===== src/rtl/inst_encoder_pkg.sv =====
// Shared opcode values, instruction field positions and encoder types.
// The core's field extraction uses the same positions so both sides stay in step.
package inst_encoder_pkg;

    localparam int unsigned OPC_W  = 5;
    localparam int unsigned INST_W = 32;

    localparam logic [OPC_W-1:0] OPC_ADD  = 5'd0;
    localparam logic [OPC_W-1:0] OPC_SUB  = 5'd1;
    localparam logic [OPC_W-1:0] OPC_MPY  = 5'd2;
    localparam logic [OPC_W-1:0] OPC_AND  = 5'd3;
    localparam logic [OPC_W-1:0] OPC_OR   = 5'd4;
    localparam logic [OPC_W-1:0] OPC_XOR  = 5'd5;
    localparam logic [OPC_W-1:0] OPC_SHL  = 5'd6;
    localparam logic [OPC_W-1:0] OPC_SRL  = 5'd7;
    localparam logic [OPC_W-1:0] OPC_SRA  = 5'd8;
    localparam logic [OPC_W-1:0] OPC_CMP  = 5'd9;
    localparam logic [OPC_W-1:0] OPC_MOV  = 5'd10;
    localparam logic [OPC_W-1:0] OPC_BR   = 5'd11;
    localparam logic [OPC_W-1:0] OPC_CALL = 5'd12;
    localparam logic [OPC_W-1:0] OPC_RET  = 5'd13;
    localparam logic [OPC_W-1:0] OPC_HALT = 5'd14;

    localparam int unsigned OPC_HI   = 31;
    localparam int unsigned OPC_LO   = 27;
    localparam int unsigned SIMM_BIT = 26;
    localparam int unsigned SEXT_BIT = 25;
    localparam int unsigned Z_HI     = 20;
    localparam int unsigned Z_LO     = 16;
    localparam int unsigned NEG_BIT  = 19;
    localparam int unsigned PRED_HI  = 18;
    localparam int unsigned PRED_LO  = 16;
    localparam int unsigned IMM_HI   = 15;
    localparam int unsigned IMM_LO   = 0;
    localparam int unsigned CC_HI    = 12;
    localparam int unsigned CC_LO    = 10;
    localparam int unsigned A_HI     = 9;
    localparam int unsigned A_LO     = 5;
    localparam int unsigned B_HI     = 4;
    localparam int unsigned B_LO     = 0;

    typedef enum logic [1:0] {
        ST_IDLE,
        ST_ENCODE,
        ST_DRAIN,
        ST_DONE
    } enc_state_e;

    typedef struct packed {
        logic [OPC_W-1:0] opcode;
        logic [4:0]       z;
        logic [4:0]       a;
        logic [4:0]       b;
        logic [2:0]       pred;
        logic [15:0]      imm;
        logic             small_imm;
        logic             b_sext;
        logic             negate;
        logic [2:0]       cc;
    } inst_fields_t;

    // ADD..SRA occupy a contiguous opcode range
    function automatic logic is_alu_op(input logic [OPC_W-1:0] opc);
        return opc <= OPC_SRA;
    endfunction

    function automatic logic is_legal_op(input logic [OPC_W-1:0] opc);
        return opc <= OPC_HALT;
    endfunction

endpackage


===== src/rtl/inst_encoder_if.sv =====
// Field-bundle input and instruction-word output handshakes of the encoder.
interface inst_encoder_if #(
    parameter int unsigned ADDR_W = 10
);
    logic              in_valid;
    logic              in_ready;
    logic [4:0]        in_opcode;
    logic [4:0]        in_z;
    logic [4:0]        in_a;
    logic [4:0]        in_b;
    logic [2:0]        in_pred;
    logic [15:0]       in_imm;
    logic              in_small_imm;
    logic              in_b_sext;
    logic              in_negate;
    logic [2:0]        in_cc;
    logic              out_valid;
    logic              out_ready;
    logic [31:0]       out_inst;
    logic [ADDR_W-1:0] out_addr;

    modport slave (
        input  in_valid, in_opcode, in_z, in_a, in_b, in_pred, in_imm,
               in_small_imm, in_b_sext, in_negate, in_cc, out_ready,
        output in_ready, out_valid, out_inst, out_addr
    );

    modport master (
        output in_valid, in_opcode, in_z, in_a, in_b, in_pred, in_imm,
               in_small_imm, in_b_sext, in_negate, in_cc, out_ready,
        input  in_ready, out_valid, out_inst, out_addr
    );
endinterface


===== src/rtl/inst_skid_buffer.sv =====
// Two-entry in-order buffer; head entry drives the read side straight from registers.
// o_full_nxt_c lets the producer register its ready one cycle ahead.
module inst_skid_buffer #(
    parameter int unsigned W = 42
) (
    input  logic         clk,
    input  logic         rst,
    input  logic         i_wr_valid,
    input  logic [W-1:0] i_wr_data,
    input  logic         i_rd_ready,
    output logic         o_rd_valid,
    output logic [W-1:0] o_rd_data,
    output logic         o_full_nxt_c
);
    logic [W-1:0] r_data0;
    logic [W-1:0] r_data1;
    logic         r_valid0;
    logic         r_valid1;
    logic         w_push;
    logic         w_pop;

    assign w_push = i_wr_valid && !r_valid1;
    assign w_pop  = r_valid0 && i_rd_ready;

    assign o_rd_valid   = r_valid0;
    assign o_rd_data    = r_data0;
    assign o_full_nxt_c = r_valid1 ? !w_pop : (r_valid0 && w_push && !w_pop);

    always_ff @(posedge clk) begin
        if (rst) begin
            r_data0  <= '0;
            r_data1  <= '0;
            r_valid0 <= 1'b0;
            r_valid1 <= 1'b0;
        end else if (w_pop) begin
            // second entry (or the incoming word) slides into the head
            if (r_valid1 || w_push) begin
                r_data0 <= r_valid1 ? r_data1 : i_wr_data;
            end
            r_valid0 <= r_valid1 || w_push;
            r_valid1 <= 1'b0;
        end else if (w_push) begin
            if (r_valid0) begin
                r_data1  <= i_wr_data;
                r_valid1 <= 1'b1;
            end else begin
                r_data0  <= i_wr_data;
                r_valid0 <= 1'b1;
            end
        end
    end

endmodule


===== src/rtl/inst_encoder.sv =====
// Packs decoded instruction fields into 32-bit words and streams them with
// sequential imem addresses until HALT or address overflow.
module inst_encoder
    import inst_encoder_pkg::*;
#(
    parameter int unsigned ADDR_W    = 10,
    parameter int unsigned BASE_ADDR = 0
) (
    input  logic           clk,
    input  logic           rst,
    input  logic           start,
    inst_encoder_if.slave  bus,
    output logic           busy,
    output logic           done,
    output logic           error
);
    localparam int unsigned       BUF_W     = INST_W + ADDR_W;
    localparam logic [ADDR_W-1:0] LAST_ADDR = '1;
    localparam logic [ADDR_W-1:0] BASE      = ADDR_W'(BASE_ADDR);

    enc_state_e        r_state;
    enc_state_e        w_state_nxt;
    logic [ADDR_W-1:0] r_addr;
    logic [ADDR_W-1:0] w_addr_nxt;
    logic              r_in_ready;
    logic              r_busy;
    logic              r_done;
    logic              r_error;
    logic              w_error_nxt;
    logic              w_accept;
    logic              w_legal;
    logic              w_push;
    logic              w_full_nxt;
    logic              w_buf_valid;
    logic [BUF_W-1:0]  w_buf_data;
    inst_fields_t      w_fields;
    logic [INST_W-1:0] w_inst;

    function automatic logic [INST_W-1:0] pack_inst(input inst_fields_t f);
        logic [INST_W-1:0] word;
        word = '0;
        word[OPC_HI:OPC_LO] = f.opcode;
        if (is_alu_op(f.opcode) || f.opcode == OPC_CMP) begin
            word[SIMM_BIT]  = f.small_imm;
            word[SEXT_BIT]  = f.small_imm & f.b_sext;
            word[Z_HI:Z_LO] = f.z;
            word[A_HI:A_LO] = f.a;
            word[B_HI:B_LO] = f.b;
        end
        case (f.opcode)
            OPC_CMP:  word[CC_HI:CC_LO] = f.cc;
            OPC_MOV: begin
                word[Z_HI:Z_LO]     = f.z;
                word[IMM_HI:IMM_LO] = f.imm;
            end
            OPC_BR: begin
                word[NEG_BIT]         = f.negate;
                word[PRED_HI:PRED_LO] = f.pred;
                word[IMM_HI:IMM_LO]   = f.imm;
            end
            OPC_CALL: word[IMM_HI:IMM_LO] = f.imm;
            default:  ;
        endcase
        return word;
    endfunction

    assign w_fields = '{
        opcode:    bus.in_opcode,
        z:         bus.in_z,
        a:         bus.in_a,
        b:         bus.in_b,
        pred:      bus.in_pred,
        imm:       bus.in_imm,
        small_imm: bus.in_small_imm,
        b_sext:    bus.in_b_sext,
        negate:    bus.in_negate,
        cc:        bus.in_cc
    };

    assign w_inst   = pack_inst(w_fields);
    assign w_accept = bus.in_valid && r_in_ready;
    assign w_legal  = is_legal_op(bus.in_opcode);
    assign w_push   = w_accept && w_legal;

    inst_skid_buffer #(
        .W (BUF_W)
    ) u_buf (
        .clk          (clk),
        .rst          (rst),
        .i_wr_valid   (w_push),
        .i_wr_data    ({r_addr, w_inst}),
        .i_rd_ready   (bus.out_ready),
        .o_rd_valid   (w_buf_valid),
        .o_rd_data    (w_buf_data),
        .o_full_nxt_c (w_full_nxt)
    );

    assign bus.in_ready  = r_in_ready;
    assign bus.out_valid = w_buf_valid;
    assign bus.out_inst  = w_buf_data[INST_W-1:0];
    assign bus.out_addr  = w_buf_data[BUF_W-1:INST_W];
    assign busy          = r_busy;
    assign done          = r_done;
    assign error         = r_error;

    always_ff @(posedge clk) begin
        if (rst) begin
            r_state    <= ST_IDLE;
            r_addr     <= '0;
            r_in_ready <= 1'b0;
            r_busy     <= 1'b0;
            r_done     <= 1'b0;
            r_error    <= 1'b0;
        end else begin
            r_state    <= w_state_nxt;
            r_addr     <= w_addr_nxt;
            r_in_ready <= (w_state_nxt == ST_ENCODE) && !w_full_nxt;
            r_busy     <= (w_state_nxt == ST_ENCODE) || (w_state_nxt == ST_DRAIN);
            r_done     <= (w_state_nxt == ST_DONE);
            r_error    <= w_error_nxt;
        end
    end

    // Run control: illegal bundles are dropped without consuming an address
    always_comb begin
        w_state_nxt = r_state;
        w_addr_nxt  = r_addr;
        w_error_nxt = r_error;
        case (r_state)
            ST_IDLE, ST_DONE: begin
                if (start) begin
                    w_state_nxt = ST_ENCODE;
                    w_addr_nxt  = BASE;
                    w_error_nxt = 1'b0;
                end
            end
            ST_ENCODE: begin
                if (w_accept && !w_legal) begin
                    w_error_nxt = 1'b1;
                end else if (w_accept) begin
                    w_addr_nxt = r_addr + ADDR_W'(1);
                    if (r_addr == LAST_ADDR) begin
                        w_error_nxt = 1'b1;
                        w_state_nxt = ST_DRAIN;
                    end
                    if (bus.in_opcode == OPC_HALT) begin
                        w_state_nxt = ST_DRAIN;
                    end
                end
            end
            ST_DRAIN: begin
                if (!w_buf_valid) begin
                    w_state_nxt = ST_DONE;
                end
            end
            default: w_state_nxt = ST_IDLE;
        endcase
    end

endmodule


===== src/flat_wrapper.sv =====
// flat-port wrapper written by rule: the top's interface ports become plain ports
module inst_encoder_flat import inst_encoder_pkg::*;
#(
    parameter int unsigned ADDR_W    = 10,
    parameter int unsigned BASE_ADDR = 0
)
  (clk, rst, start, busy, done, error, bus_in_valid, bus_in_opcode, bus_in_z, bus_in_a, bus_in_b, bus_in_pred, bus_in_imm, bus_in_small_imm, bus_in_b_sext, bus_in_negate, bus_in_cc, bus_out_ready, bus_in_ready, bus_out_valid, bus_out_inst, bus_out_addr);
  inst_encoder_if #(.ADDR_W(ADDR_W)) bus_i ();
  input  logic clk;
  input  logic rst;
  input  logic start;
  output logic busy;
  output logic done;
  output logic error;
  input wire logic [$bits(bus_i.in_valid)-1:0] bus_in_valid;
  input wire logic [$bits(bus_i.in_opcode)-1:0] bus_in_opcode;
  input wire logic [$bits(bus_i.in_z)-1:0] bus_in_z;
  input wire logic [$bits(bus_i.in_a)-1:0] bus_in_a;
  input wire logic [$bits(bus_i.in_b)-1:0] bus_in_b;
  input wire logic [$bits(bus_i.in_pred)-1:0] bus_in_pred;
  input wire logic [$bits(bus_i.in_imm)-1:0] bus_in_imm;
  input wire logic [$bits(bus_i.in_small_imm)-1:0] bus_in_small_imm;
  input wire logic [$bits(bus_i.in_b_sext)-1:0] bus_in_b_sext;
  input wire logic [$bits(bus_i.in_negate)-1:0] bus_in_negate;
  input wire logic [$bits(bus_i.in_cc)-1:0] bus_in_cc;
  input wire logic [$bits(bus_i.out_ready)-1:0] bus_out_ready;
  output wire logic [$bits(bus_i.in_ready)-1:0] bus_in_ready;
  output wire logic [$bits(bus_i.out_valid)-1:0] bus_out_valid;
  output wire logic [$bits(bus_i.out_inst)-1:0] bus_out_inst;
  output wire logic [$bits(bus_i.out_addr)-1:0] bus_out_addr;
  assign bus_i.in_valid = bus_in_valid;
  assign bus_i.in_opcode = bus_in_opcode;
  assign bus_i.in_z = bus_in_z;
  assign bus_i.in_a = bus_in_a;
  assign bus_i.in_b = bus_in_b;
  assign bus_i.in_pred = bus_in_pred;
  assign bus_i.in_imm = bus_in_imm;
  assign bus_i.in_small_imm = bus_in_small_imm;
  assign bus_i.in_b_sext = bus_in_b_sext;
  assign bus_i.in_negate = bus_in_negate;
  assign bus_i.in_cc = bus_in_cc;
  assign bus_i.out_ready = bus_out_ready;
  assign bus_in_ready = bus_i.in_ready;
  assign bus_out_valid = bus_i.out_valid;
  assign bus_out_inst = bus_i.out_inst;
  assign bus_out_addr = bus_i.out_addr;
  inst_encoder #(.ADDR_W(ADDR_W), .BASE_ADDR(BASE_ADDR)) u_core (.clk(clk), .rst(rst), .start(start), .bus(bus_i), .busy(busy), .done(done), .error(error));
endmodule

===== config.mk =====
export PLATFORM = sky130hd
export DESIGN_NAME = inst_encoder_flat
export DESIGN_NICKNAME = d
export VERILOG_FILES = /design/src/rtl/inst_encoder_pkg.sv /design/src/rtl/inst_encoder_if.sv /design/src/rtl/inst_skid_buffer.sv /design/src/rtl/inst_encoder.sv /design/src/flat_wrapper.sv
export SDC_FILE = /design/constraint.sdc
export NUM_CORES = 1
export LEC_CHECK = 0
export CAP_MARGIN = 40
export CORE_AREA = 2 2 111 113
export CTS_CLUSTER_SIZE = 20
export DETAILED_ROUTE_END_ITERATION = 16
export DIE_AREA = 0 0 113 115
export GPL_ROUTABILITY_DRIVEN = 0
export SETUP_SLACK_MARGIN = 0.1
export SLEW_MARGIN = 10
export SYNTH_ARGS = -nofsm -noshare
export SYNTH_HDL_FRONTEND = slang
export SYNTH_SLANG_ARGS = --single-unit

===== constraint.sdc =====
create_clock -name clk -period 2.25 [get_ports clk]
set_clock_uncertainty 0.05 [all_clocks]
set_input_delay 0.675 -clock clk [delete_from_list [all_inputs] [get_ports clk]]
set_output_delay 0.675 -clock clk [all_outputs]
set_load 0.02 [all_outputs]

==> flow_metrics.py, run 1 <==
metrics = {
    "run_status": {
        "status": "complete, but fails checks",
        "violations": "design-rule violations",
    },
    "sta": {
        "period_minus_slack_ns": 2.06,
        "slew_viol_final": 0,
        "rsz0062_at_grt": "no",
        "holdWs_ns": 0.404,
        "hold_viol_final": 0,
        "worst_slack_ns": 0.190,
        "max_freq_mhz": 485,
        "period_share": 0.916,
        "setup_viol": 0,
    },
    "worst_setup_path": {
        "cp_slowest_stage_delay_ns": 0.62,
        "criticalPathCategory": "register to output port",
        "cp-start-kind": "register",
        "critPathRequiredTime_ns": 1.52,
        "critical-path-slowest-cell": "clkdlybuf4s50_1",
        "path_cells": "clkdlybuf4s50_1",
        "crit_buf_inv": 1,
        "crit_family": "buffers and inverters",
        "crit_fanout": 2,
        "end_kind": "output port",
        "worstPathArrival_ns": 1.33,
    },
    "routing": {
        "vias": 4298,
        "vias_per_cell": 5.41,
        "drt-wirelength-per-cell_um": 16.1,
        "antenna_left": 0,
        "route.final.wire_length_mm": 12.8,
        "drc_errors": 3,
        "drt_iter0_markers": 208,
        "dr.pass1.iters": 11,
    },
    "final_layout": {
        "multi_input_area_sq_mm": 0.00245,
        "antenna_cells": 0,
        "nFillCells": 1122,
        "area_delta_synth_final_pct": 35.6,
        "finalInstanceArea_sq_mm": 0.00622,
        "layout.nets": 697,
        "postLayoutCoreUtil": 0.527,
        "drive_above_1_share": 0.176,
        "register_area_sq_mm": 0.00188,
    },
    "placement": {
        "numPortBuffers": 92,
        "post_dp_cell_area_sq_mm": 0.00587,
        "post-dp-hpwl_mm": 8.86,
        "place_ws_ns": -0.344,
    },
    "yosys": {
        "synth_area_sq_mm": 0.00459,
        "synth_edf_count": 0,
        "yosys-top-cells-count": "nand2_1, dfxtp_1, nor2_1",
        "synth.largest_area_cell": "dfxtp_1",
        "synth_seq_cells": 94,
        "async_flop_share": 0,
        "netlist.area_leader.share": 0.410,
        "avgSynthCellArea_sq_um": 8.53,
        "synth_area_leaders": "dfxtp_1, nand2_1, a311oi_2, nor2_1, a21oi_1",
        "synth_cell_types": 53,
        "yosysWarnings": 0,
        "synth_top_flop_cell": "dfxtp_1",
        "synth.most_common_cell": "nand2_1",
        "ys_seq_area_frac": 0.410,
        "synth_cells": 538,
    },
    "power_and_ir_drop": {
        "power_frac_clock": 0.376,
        "swShare": 0.271,
        "peakVddDrop_mv": 0.356,
        "p_seq_frac": 0.459,
        "comb_power_share": 0.165,
        "p_total_uw": 3780,
        "power_switching_uw": 1020,
        "p_leak_uw": 0.00220,
        "power.internal_uw": 2760,
        "p_per_area_mw_per_mm2": 608,
    },
    "grt": {
        "overflow": 0,
        "grt_use_total": 0.201,
        "grt_pass1_vias": 4266,
        "grt_max_degree": 54,
        "grt_pass1_wl_mm": 20.9,
        "antenna_found_initial": 0,
    },
    "die": {
        "core_sq_mm": 0.0118,
        "die-area_sq_mm": 0.0130,
        "ios": 97,
        "die_w_um": 113,
        "start_util": 0.388,
        "die_h_um": 115,
        "rows": 40,
    },
    "run": {
        "drv_cap": 0,
    },
    "clock_tree": {
        "clock_latency_ns": 0.35,
        "path_clk_slew_ns": 0.07,
        "hold_buffers": 0,
        "cts_root_buf": "clkbuf_16",
        "cts_buffer_depth": 2,
        "cts_num_sinks": 94,
        "tritoncts": "done",
        "h-tree-depth": 3,
        "cts_buffers": 9,
    },
    "worst_hold_path": {
        "hp-class": "register to register",
    },
}
[layout by cell type (no fill, tap or decap), types with 5 or more instances in the layout]
cell type         n
clkdlybuf4s50_1  84
a21oi_2           6
buf_4            37
nand2_1          95
a211oi_2          5
o21ai_0           8
and3_1           11
o211ai_2          7
nor3_1           15
clkbuf_16         9
xor2_1            7
a311oi_2         18
nor2b_1           8
buf_12           10
a221o_1          10
nand3_1          10
inv_1             5
a21oi_1          39
nor2_1           71
nand4_1          10
dfxtp_1          93
a221oi_1         12
[cell families (layout without fill, tap and decap cells)]
kind of cell / after synthesis / count (layout) / synth area share
and+or+nand+nor: 243 / 243 / 0.241
AOI/OAI and AO/OA: 133 / 134 / 0.254
DFF: 94 / 94 / 0.410
buffers and inverters: 54 / 160 / 0.0660
xor gates and xnor gates: 8 / 8 / 0.0153
adders and majority gates: 4 / 4 / 0.0109
other: 1 / 4 / 0.000817
muxes: 1 / 1 / 0.00245
[final cells by class]
class,instances,share of cell area
Clock buffer,9,0.0362
Clock inverter,7,0.00825
Inverter,5,0.00302
Multi-Input combinational cell,394,0.394
Sequential cell,94,0.303
Tap cell,147,0.0296
Timing Repair Buffer,139,0.227
[repair_timing]
action                     4_1_cts  5_1_grt
pin swaps                        2        2
buffers inserted                 2        2
resized for setup                7        7
cloned                           1        0
setup endpoints to repair       50       47
[path summary, 6_finish.rpt]
check                                                start                  endpoint  slack (ns)  depth (start not counted)
worst min register to register    u_core.u_buf.r_data1[41]  u_core.u_buf.r_data1[41]        0.40                          2
worst max register to register           u_core.r_state[0]          u_core.r_addr[3]        0.25                          7
worst max-delay path            u_core.u_buf.o_rd_data[30]          bus_out_inst[30]        0.19                          1
worst min-delay path              u_core.u_buf.r_data1[41]  u_core.u_buf.r_data1[41]        0.40                          2
[routing by layer]
metal	track usage	wire length, um
met1	0.251	5720
met2	0.353	6420
met3	0.0327	506
met4	0.0691	178
met5	0	0
[sequential cells by signal (all words and copies together), names as in the netlist]
register,cells
u_core.u_buf.o_rd_valid,1
u_core.busy,1
u_core.error,1
u_core.u_buf.r_valid1,1
u_core.bus.in_ready,1
u_core.r_state,2
u_core.u_buf.r_data1,38
u_core.r_addr,10
u_core.done,1
u_core.u_buf.o_rd_data,38
[stage by stage]
step	instances	setup TNS (ns)
global route	795	0
floorplan	541	0
detailed placement	774	-22.82
CTS	793	0
finish	795	0
global placement	774	-17.96
[power groups by stage]
stage | Sequential (uW) | Clock (uW) | Combinational, uW
final | 1740 | 1420 | 625
after global routing | 1740 | 1530 | 673
after CTS | 1740 | 1460 | 622
after detailed placement | 1770 | 0 | 613
after global placement | 1770 | 0 | 602
after floorplan | 1820 | 0 | 293
Note: power is estimated with default switching activity, not from simulation.
==> inputs of run 2 (changes only) <==
SLEW_MARGIN = default   (was 10)
==> results of run 2 <==
No change in the layout: final DEF, timing and power equal those of run 1.
==> inputs of run 3 (changes only) <==
CORE_AREA = 2 2 127 98   (was 2 2 111 113)
DIE_AREA = 0 0 129 100   (was 0 0 113 115)
==> run 3 against run 2 <==
  * The run now ends clean
  * Global-route usage grew 0.76 points
  * Routed wire length grew 3.5%
  * Critical path depth is the same
  * Clock-buffer cell count grew 1
  * Fmax shrank 2.7%
  * Register-to-register slack gained 0.06 ns
  * First-iteration DRC count grew 67%
  * Worst setup slack lost 0.058 ns
  * Die area shrank 0.73%
  * Design area grew 4.0%
  * Flip-flop and latch count is the same
  * Largest power group unchanged
  * Highest routed layer unchanged
==> flow_metrics.py, run 3 (synthesis results as in run 1) <==
metrics = {
    "die": {
        "core_sq_mm": 0.0119,
        "rows": 35,
        "die-area_sq_mm": 0.0129,
        "start_util": 0.387,
        "ios": 97,
        "die_w_um": 129,
        "die_h_um": 100,
    },
    "worst_hold_path": {
        "hp-class": "register to register",
    },
    "sta": {
        "slew_viol_final": 0,
        "period_minus_slack_ns": 2.12,
        "hold_viol_final": 0,
        "period_share": 0.941,
        "max_freq_mhz": 472,
        "setup_viol": 0,
        "rsz0062_at_grt": "yes",
        "slew_headroom": 0.635,
        "worstMarginPinSlew_ns": 0.545,
    },
    "run": {
        "drv_cap": 0,
    },
    "final_layout": {
        "final_common_cell": "nand2_1",
        "layout.nets": 720,
        "layout.cells.non_filler": 837,
        "drive_above_1_share": 0.200,
        "nFillCells": 1114,
        "finalInstanceArea_sq_mm": 0.00647,
        "layout_common_cells": "nand2_1, dfxtp_1, clkdlybuf4s50_1",
        "antenna_cells": 0,
        "area_delta_synth_final_pct": 41.0,
    },
    "power_and_ir_drop": {
        "peakVddDrop_mv": 0.337,
        "p_leak_uw": 0.00231,
        "p_per_area_mw_per_mm2": 617,
    },
    "worst_setup_path": {
        "rr_endpoint": "u_core.u_buf.o_rd_data[38]",
        "path_cells": "clkdlybuf4s50_1",
        "worstPathArrival_ns": 1.39,
        "critPathRequiredTime_ns": 1.52,
        "ff2ff_setup_slack_ns": 0.31,
        "r2r_start": "u_core.u_buf.r_valid1",
        "crit_family": "buffers and inverters",
        "cp-start-kind": "register",
        "r2r_cells": 6,
        "end_kind": "output port",
        "critical-path-slowest-cell": "clkdlybuf4s50_1",
        "cp-endpoint": "bus_out_addr[9]",
        "crit_buf_inv": 1,
        "criticalPathCategory": "register to output port",
        "crit_fanout": 2,
        "path_depth": 1,
        "cp_slowest_stage_delay_ns": 0.64,
        "crit_path_start": "u_core.u_buf.o_rd_data[41]",
    },
    "clock_tree": {
        "cts_buffers": 9,
        "clock_latency_ns": 0.34,
        "h-tree-depth": 3,
        "cts_root_buf": "clkbuf_16",
        "hold_buffers": 0,
        "cts_num_sinks": 94,
        "cts_buffer_depth": 2,
        "path_clk_slew_ns": 0.07,
        "tritoncts": "done",
    },
    "routing": {
        "vias": 4437,
        "drt_iter0_markers": 347,
        "drc_errors": 0,
        "antenna_left": 0,
        "dr.pass1.iters": 5,
        "drt-wirelength-per-cell_um": 15.9,
        "route.final.wire_length_mm": 13.3,
        "vias_per_cell": 5.30,
    },
    "grt": {
        "grt_max_degree": 53,
        "overflow": 0,
        "grt_pass1_vias": 4116,
        "grt_use_total": 0.208,
        "antenna_found_initial": 0,
        "grt_pass1_wl_mm": 21.3,
    },
    "run_status": {
        "status": "complete, no violations",
    },
    "placement": {
        "post-dp-hpwl_mm": 9.00,
        "place_inst": 807,
        "numPortBuffers": 92,
        "post_dp_cell_area_sq_mm": 0.00596,
    },
}
[run 3: worst min-delay path, stage by stage (launching register included)]
cell and delay (ns):
dfxtp_1 0.31, nand2_1 0.05, a21oi_1 0.05
[run 3: report_power, final]
group	internal (uW)	switching, uW
combinational	349	341
clock	899	667
sequential	1710	28.5
[run 3: per-stage QoR]
step / setup WS [ns] / total power (uW) / util / TNS (ns) / hold WS, ns
final: 0.132 / 3990 / 0.545 / 0 / 0.407
after global placement: -0.333 / 2400 / 0.502 / -22.74 / 0.393
after CTS: 0.0842 / 4010 / 0.539 / 0 / 0.408
after global routing: 0.0957 / 4150 / 0.545 / 0 / 0.425
after floorplan: 0.302 / 2110 / - / 0 / 0.382
after detailed placement: -0.385 / 2410 / 0.502 / -25.82 / 0.397
[run 3: layer usage]
metal  track usage  wire (um)
met1         0.301       6440
met2         0.311       5860
met3        0.0544        843
met4        0.0502        142
met5             0          0
[run 3: worst min-delay path by stage]
stage / startpoint / slack, ns / cells after the start / end
finish: u_core.u_buf.r_data1[34] / 0.41 / 2 / u_core.u_buf.r_data1[34]
global route: u_core.u_buf.r_data1[41] / 0.43 / 2 / u_core.u_buf.r_data1[41]
CTS: u_core.u_buf.r_data1[28] / 0.41 / 2 / u_core.u_buf.r_data1[28]
detailed placement: u_core.u_buf.r_data1[29] / 0.40 / 2 / u_core.u_buf.r_data1[29]
global placement: u_core.u_buf.r_data1[18] / 0.39 / 2 / u_core.u_buf.r_data1[18]
floorplan: u_core.u_buf.r_data1[18] / 0.38 / 2 / u_core.u_buf.r_data1[18]
[run 3: area by class of cell]
class                   instances  area [sq um]  share of cell area
multi-input cells             395          2450               0.378
flip-flops and latches         94          1880               0.291
repair buffers                161          1610               0.248
clock buffers                  10           239              0.0369
well taps                     166           208              0.0321
clock inverters                 6          70.1              0.0108
inverters                       5          18.8             0.00290
[run 3: timing repair]
action | in CTS | in global routing
setup endpoints to repair | 67 | 24
resized for setup | 11 | 4
pin swaps | 1 | 1
gates cloned | 3 | 1
setup buffers | 5 | 5
hold endpoints to repair | 0 | 0
